## config.mk

```make
export PLATFORM = sky130hd
export DESIGN_NAME = fifo_rd_unpack_flat
export DESIGN_NICKNAME = d
export VERILOG_FILES = /design/src/rtl/fifo_rd_unpack_if.sv /design/src/rtl/fifo_rd_unpack.sv /design/src/flat_wrapper.sv
export SDC_FILE = /design/constraint.sdc
export NUM_CORES = 1
export LEC_CHECK = 0
export BUFFER_PORTS_ARGS = -buffer_cell sky130_fd_sc_hd__buf_2
export CORE_ASPECT_RATIO = 0.7
export CORE_MARGIN = 5
export CORE_UTILIZATION = 45
export CTS_CLUSTER_DIAMETER = 150
export DETAILED_ROUTE_END_ITERATION = 12
export GPL_ROUTABILITY_DRIVEN = 0
export PLACE_DENSITY_LB_ADDON = 0.2
export SETUP_SLACK_MARGIN = 0.4
export SLEW_MARGIN = 20
export SYNTH_ARGS = -nofsm -noshare
export SYNTH_HDL_FRONTEND = slang
export SYNTH_SLANG_ARGS = --single-unit
```

## constraint.sdc

```tcl
create_clock -name clk_i -period 3.1 [get_ports clk_i]
set_input_delay 0.465 -clock clk_i [delete_from_list [all_inputs] [get_ports clk_i]]
set_output_delay 0.465 -clock clk_i [all_outputs]
set_load 0.02 [all_outputs]
```

## src/rtl/fifo_rd_unpack_if.sv

```systemverilog
// Bundle of the FIFO read port and the narrow valid/ready beat stream around
// fifo_rd_unpack. The master side is the unpacker; the slave side is FIFO + sink.
interface fifo_rd_unpack_if #(
    parameter int IN_WIDTH  = 32,
    parameter int OUT_WIDTH = 8,
    parameter int CNT_W     = 2
);
    logic                 fifo_empty_i;
    logic [IN_WIDTH-1:0]  fifo_dat_i;
    logic                 fifo_pop_o;
    logic                 vld_o;
    logic                 rdy_i;
    logic [OUT_WIDTH-1:0] dat_o;
    logic                 last_o;
    logic [CNT_W-1:0]     beat_cnt_o;
    logic                 busy_o;

    modport master (
        input  fifo_empty_i, fifo_dat_i, rdy_i,
        output fifo_pop_o, vld_o, dat_o, last_o, beat_cnt_o, busy_o
    );

    modport slave (
        output fifo_empty_i, fifo_dat_i, rdy_i,
        input  fifo_pop_o, vld_o, dat_o, last_o, beat_cnt_o, busy_o
    );
endinterface

```

## src/rtl/fifo_rd_unpack.sv

```systemverilog
// Pops wide words from a first-word-fall-through FIFO and streams each one out
// as RATIO narrow beats, back-to-back across words while the FIFO has data.
module fifo_rd_unpack #(
    parameter int IN_WIDTH  = 32,
    parameter int OUT_WIDTH = 8,
    parameter int RATIO     = IN_WIDTH / OUT_WIDTH,
    parameter int CNT_W     = (RATIO > 1) ? $clog2(RATIO) : 1,
    parameter bit LSB_FIRST = 1'b1
) (
    input  logic               clk_i,
    input  logic               rst_i,
    input  logic               flush_i,
    fifo_rd_unpack_if.master   bus
);

    generate
        if ((IN_WIDTH % OUT_WIDTH) != 0 || RATIO * OUT_WIDTH != IN_WIDTH || RATIO < 1) begin : g_bad_cfg
            $error("fifo_rd_unpack: IN_WIDTH must be a whole multiple of OUT_WIDTH");
        end
    endgenerate

    localparam logic [CNT_W-1:0] LAST_CNT = CNT_W'(RATIO - 1);

    typedef enum logic {IDLE, SEND} state_t;

    state_t              state;
    logic [IN_WIDTH-1:0] sh;
    logic [IN_WIDTH-1:0] sh_shift;
    logic [CNT_W-1:0]    beat_cnt;
    logic                vld;
    logic                last;
    logic                hs;
    logic                load;

    assign vld  = (state == SEND);
    assign last = vld & (beat_cnt == LAST_CNT);
    assign hs   = vld & bus.rdy_i;

    // A new word is taken either from IDLE or on the final handshake of the
    // current word, which is what keeps the beat stream free of bubbles.
    assign load = ~flush_i & ~bus.fifo_empty_i & ((state == IDLE) | (hs & last));

    generate
        if (RATIO > 1) begin : g_shift
            if (LSB_FIRST) begin : g_lsb
                assign sh_shift = {OUT_WIDTH'(0), sh[IN_WIDTH-1:OUT_WIDTH]};
            end else begin : g_msb
                assign sh_shift = {sh[IN_WIDTH-OUT_WIDTH-1:0], OUT_WIDTH'(0)};
            end
        end else begin : g_noshift
            assign sh_shift = sh;
        end

        if (LSB_FIRST) begin : g_dat_lsb
            assign bus.dat_o = sh[OUT_WIDTH-1:0];
        end else begin : g_dat_msb
            assign bus.dat_o = sh[IN_WIDTH-1 -: OUT_WIDTH];
        end
    endgenerate

    always_ff @(posedge clk_i) begin
        if (rst_i) begin
            state    <= IDLE;
            sh       <= '0;
            beat_cnt <= '0;
        end else if (flush_i) begin
            // The beat shown this cycle may still be accepted; the rest is dropped.
            state    <= IDLE;
            beat_cnt <= '0;
        end else begin
            case (state)
                IDLE: begin
                    if (load) begin
                        state    <= SEND;
                        sh       <= bus.fifo_dat_i;
                        beat_cnt <= '0;
                    end
                end
                SEND: begin
                    if (hs) begin
                        if (last) begin
                            beat_cnt <= '0;
                            if (load) sh    <= bus.fifo_dat_i;
                            else      state <= IDLE;
                        end else begin
                            beat_cnt <= beat_cnt + CNT_W'(1);
                            sh       <= sh_shift;
                        end
                    end
                end
                default: begin
                    state    <= IDLE;
                    beat_cnt <= '0;
                end
            endcase
        end
    end

    assign bus.fifo_pop_o = load & ~rst_i;
    assign bus.vld_o      = vld;
    assign bus.busy_o     = vld;
    assign bus.last_o     = last;
    assign bus.beat_cnt_o = beat_cnt;

endmodule

```

## src/flat_wrapper.sv

```systemverilog
// flat-port wrapper written by rule: the top's interface ports become plain ports
module fifo_rd_unpack_flat 
#(
    parameter int IN_WIDTH  = 32,
    parameter int OUT_WIDTH = 8,
    parameter int RATIO     = IN_WIDTH / OUT_WIDTH,
    parameter int CNT_W     = (RATIO > 1) ? $clog2(RATIO) : 1,
    parameter bit LSB_FIRST = 1'b1
)
  (clk_i, rst_i, flush_i, bus_fifo_empty_i, bus_fifo_dat_i, bus_rdy_i, bus_fifo_pop_o, bus_vld_o, bus_dat_o, bus_last_o, bus_beat_cnt_o, bus_busy_o);
  fifo_rd_unpack_if #(.IN_WIDTH(IN_WIDTH), .OUT_WIDTH(OUT_WIDTH), .CNT_W(CNT_W)) bus_i ();
  input  logic clk_i;
  input  logic rst_i;
  input  logic flush_i;
  input wire logic [$bits(bus_i.fifo_empty_i)-1:0] bus_fifo_empty_i;
  input wire logic [$bits(bus_i.fifo_dat_i)-1:0] bus_fifo_dat_i;
  input wire logic [$bits(bus_i.rdy_i)-1:0] bus_rdy_i;
  output wire logic [$bits(bus_i.fifo_pop_o)-1:0] bus_fifo_pop_o;
  output wire logic [$bits(bus_i.vld_o)-1:0] bus_vld_o;
  output wire logic [$bits(bus_i.dat_o)-1:0] bus_dat_o;
  output wire logic [$bits(bus_i.last_o)-1:0] bus_last_o;
  output wire logic [$bits(bus_i.beat_cnt_o)-1:0] bus_beat_cnt_o;
  output wire logic [$bits(bus_i.busy_o)-1:0] bus_busy_o;
  assign bus_i.fifo_empty_i = bus_fifo_empty_i;
  assign bus_i.fifo_dat_i = bus_fifo_dat_i;
  assign bus_i.rdy_i = bus_rdy_i;
  assign bus_fifo_pop_o = bus_i.fifo_pop_o;
  assign bus_vld_o = bus_i.vld_o;
  assign bus_dat_o = bus_i.dat_o;
  assign bus_last_o = bus_i.last_o;
  assign bus_beat_cnt_o = bus_i.beat_cnt_o;
  assign bus_busy_o = bus_i.busy_o;
  fifo_rd_unpack #(.IN_WIDTH(IN_WIDTH), .OUT_WIDTH(OUT_WIDTH), .RATIO(RATIO), .CNT_W(CNT_W), .LSB_FIRST(LSB_FIRST)) u_core (.clk_i(clk_i), .rst_i(rst_i), .flush_i(flush_i), .bus(bus_i));
endmodule
```

==> results.toml <==
[pwr]
p_comb_share_pct = 16.7
swShare_pct = 26.0
p_int_uw = 758
leakage_uw = 0.000947
p_total_uw = 1020
p_seq_share_pct = 48.7
powerDensity_nw_per_um2 = 512
clockPowerShare_pct = 34.6
peakVddDrop_v = 0.000306
switchingPower_uw = 266

[min_path]
hold_class = "primary input to register"
hold_path_end = "u_core.sh[23]"
min_path_cells = 3
hp-start = "bus_fifo_dat_i[23]"

[clocking]
clk_path_buf_depth = 2
cts_tree = "done"
cts_buffers = 5
cts-resized-gates = 0
clk_latency_ns = 0.28
cts.sinks = 35
post_cts_buffers = 0
root_buffer = "clkbuf_8"
htreeDepth = 2
clk_pin_slew_ns = 0.07
cts_hold_buf = 0

[setup_path]
critPathCaptureType = "register"
r2r_end = "u_core.sh[17]"
cp_slowest_cell = "buf_4"
critPathMaxStageDelay_ns = 0.48
rr_worst_depth = 6
worstPathCellList = "ha_1 -> nand2b_2 -> a221oi_4 -> buf_4 -> nor2_1 -> a211oi_2"
crit_type = "register to register"
r2r-start = "u_core.bus.beat_cnt_o[0]"
required_ns = 3.30
crit_arrival_ns = 2.44
crit_path_start_kind = "register"
cp_num_buf_inv = 1
path_delay_family = "simple AND/OR/NAND/NOR gates"
cp_max_fo = 46
rrSetupSlack_ns = 0.86

[floorplanning]
num_rows = 18
fp.dieW_um = 83.8
initial_core_util_pct = 47.6
io-pin-count = 51
core_um2 = 3600
dieArea_um2 = 5160
fp.dieH_um = 61.6

[place]
dp_hpwl_um = 2640
io_buffers = 50

[routing]
wl_per_cell_um = 13.6
vias_per_cell = 5.07
drtIter0Drc = 48
dr.pass1.iters = 4
drc = 0
vias = 1333
detail-route-antenna-nets = 0
finalWirelength_um = 3570

[global_route]
grt_pass1_vias = 1350
grt_max_degree = 47
grt_overflow = 0
grt_usage_pct = 14.7
antenna_found_initial = 0
grt_pass1_wl_um = 5950

[final_layout]
fin_nets = 250
final_core_util_pct = 55.5
fill_cells = 365
area_growth_syn_to_layout_pct = 16.6
antenna_cells = 0
drive_gt1_share_pct = 38.0

[sta]
fin_crit_ns = 2.24
relSlewSlack_pct = 65.8
setup_tns_ns = 0
fmax_ghz = 0.447
grt_setup_unrepaired = "false"
skew_ns = 0.00323
drv_slew = 0
finalSetupViolCount = 0
hold_violations = 0
max_slew.worst_pin.slew_ns = 0.514
fin_crit_sh_pct = 72.1

[yosys]
yosys.area.top_type_share_pct = 40.9
yosys_warnings = 0
ys_seq_area_share_pct = 40.9
yosysTopAreaCell = "dfxtp_1"
synthTopCellsByCount = "dfxtp_1 (35), nor2_1 (33), mux2i_1 (24)"
yosysUniqueCellTypes = 21
synth_area_leaders = "dfxtp_1 (41%), mux2i_1 (14%), a211oi_2 (13%)"
yosysMostFrequentCell = "dfxtp_1"
ys_ff_latch = 35
syn-cell-area_um2 = 1710
async_reset_ff_share_pct = 0
synth_edf_count = 0
ys.flop_type = "dfxtp_1"
syn_area_per_cell_um2 = 9.80
synth_cells = 175
syn-num-nets = 213

[run_status]
outcome = "finished clean"

[job]
cap_violations = 0
## state kept, by name, summed over array words and instances, names as in the netlist
signal	cells
u_core.bus.beat_cnt_o	2
u_core.bus.busy_o	1
u_core.sh	32
## layer usage
| metal | track usage (%) | vias to the layer above | wire [µm] |
|---|---|---|---|
| met3 | 5.48 | 7 | 188 |
| met1 | 16.8 | 606 | 1680 |
| li1 | - | 686 | - |
| met2 | 25.6 | 34 | 1660 |
| met4 | 6.19 | 0 | 48 |
| met5 | 0 | - | 0 |
## cells in the final DEF, fill, tap and decap left out, drive strengths merged
cell,count
a211oi,25
a21oi,10
a221o,1
a221oi,2
and2,1
and4b,1
buf,54
clkbuf,8
dfxtp,35
ha,1
inv,1
mux2i,24
nand2,3
nand2b,1
nor2,33
nor2b,1
nor3,12
## cell type report
class                           count  area, µm²  share of cell area, %
Timing Repair Buffer               54        280                   14.0
Inverter                            1       3.75                  0.188
Tap cell                           50       62.6                   3.13
Multi-Input combinational cell    115        852                   42.6
Sequential cell                    35        701                   35.0
Clock buffer                        8        100                   5.01
## worst reg2reg max path, delay by kind of cell, from the launching register on
kind | cells | cell delay (ns)
flops | 1 | 0.34
buf+inv | 1 | 0.48
compound gates | 2 | 0.54
fa+ha+maj | 1 | 0.24
simple gates | 2 | 0.56
## kinds of logic (layout without fill, tap and decap cells)
logic type	count (synthesis)	in the layout	synth area share [%]
AND/OR/NAND/NOR	52	52	13.1
AO/OA/AOI/OAI	38	38	21.8
flip-flops	35	35	40.9
buffers and inverters	25	63	9.56
multiplexers	24	24	14.0
adder cells (fa/ha/maj)	1	1	0.730
## stage by stage
step | area [µm²] | std cells | worst slack [ns] | hold WS, ns
floorplan | 1710 | 175 | 1.02 | 0.475
global placement | 1900 | 255 | 0.973 | 0.484
detailed placement | 1900 | 255 | 0.863 | 0.489
CTS | 2000 | 263 | 0.848 | 0.430
global route | 2000 | 263 | 0.710 | 0.462
finish | 2000 | 263 | 0.865 | 0.435
## power by group through the flow
stage | combinational, µW | clock, µW | sequential (µW)
2_1_floorplan | 140 | 0 | 504
3_3_place_gp | 167 | 0 | 508
3_5_place_dp | 173 | 0 | 509
4_1_cts | 173 | 364 | 499
5_1_grt | 190 | 387 | 502
6_report | 171 | 354 | 499
## worst max-delay path by stage
stage | slack, ns | cells past startpoint | endpoint | startpoint
2_1_floorplan | 1.02 | 4 | bus_fifo_pop_o | u_core.bus.beat_cnt_o[0]
3_5_place_dp | 0.86 | 6 | u_core.sh[0] | u_core.bus.beat_cnt_o[0]
4_1_cts | 0.85 | 6 | u_core.sh[20] | u_core.bus.beat_cnt_o[0]
3_3_place_gp | 0.97 | 6 | u_core.sh[17] | u_core.bus.beat_cnt_o[0]
5_1_grt | 0.71 | 5 | u_core.sh[14] | u_core.bus.busy_o
6_report | 0.86 | 6 | u_core.sh[17] | u_core.bus.beat_cnt_o[0]
No activity file was read; power rests on OpenSTA's default activity.
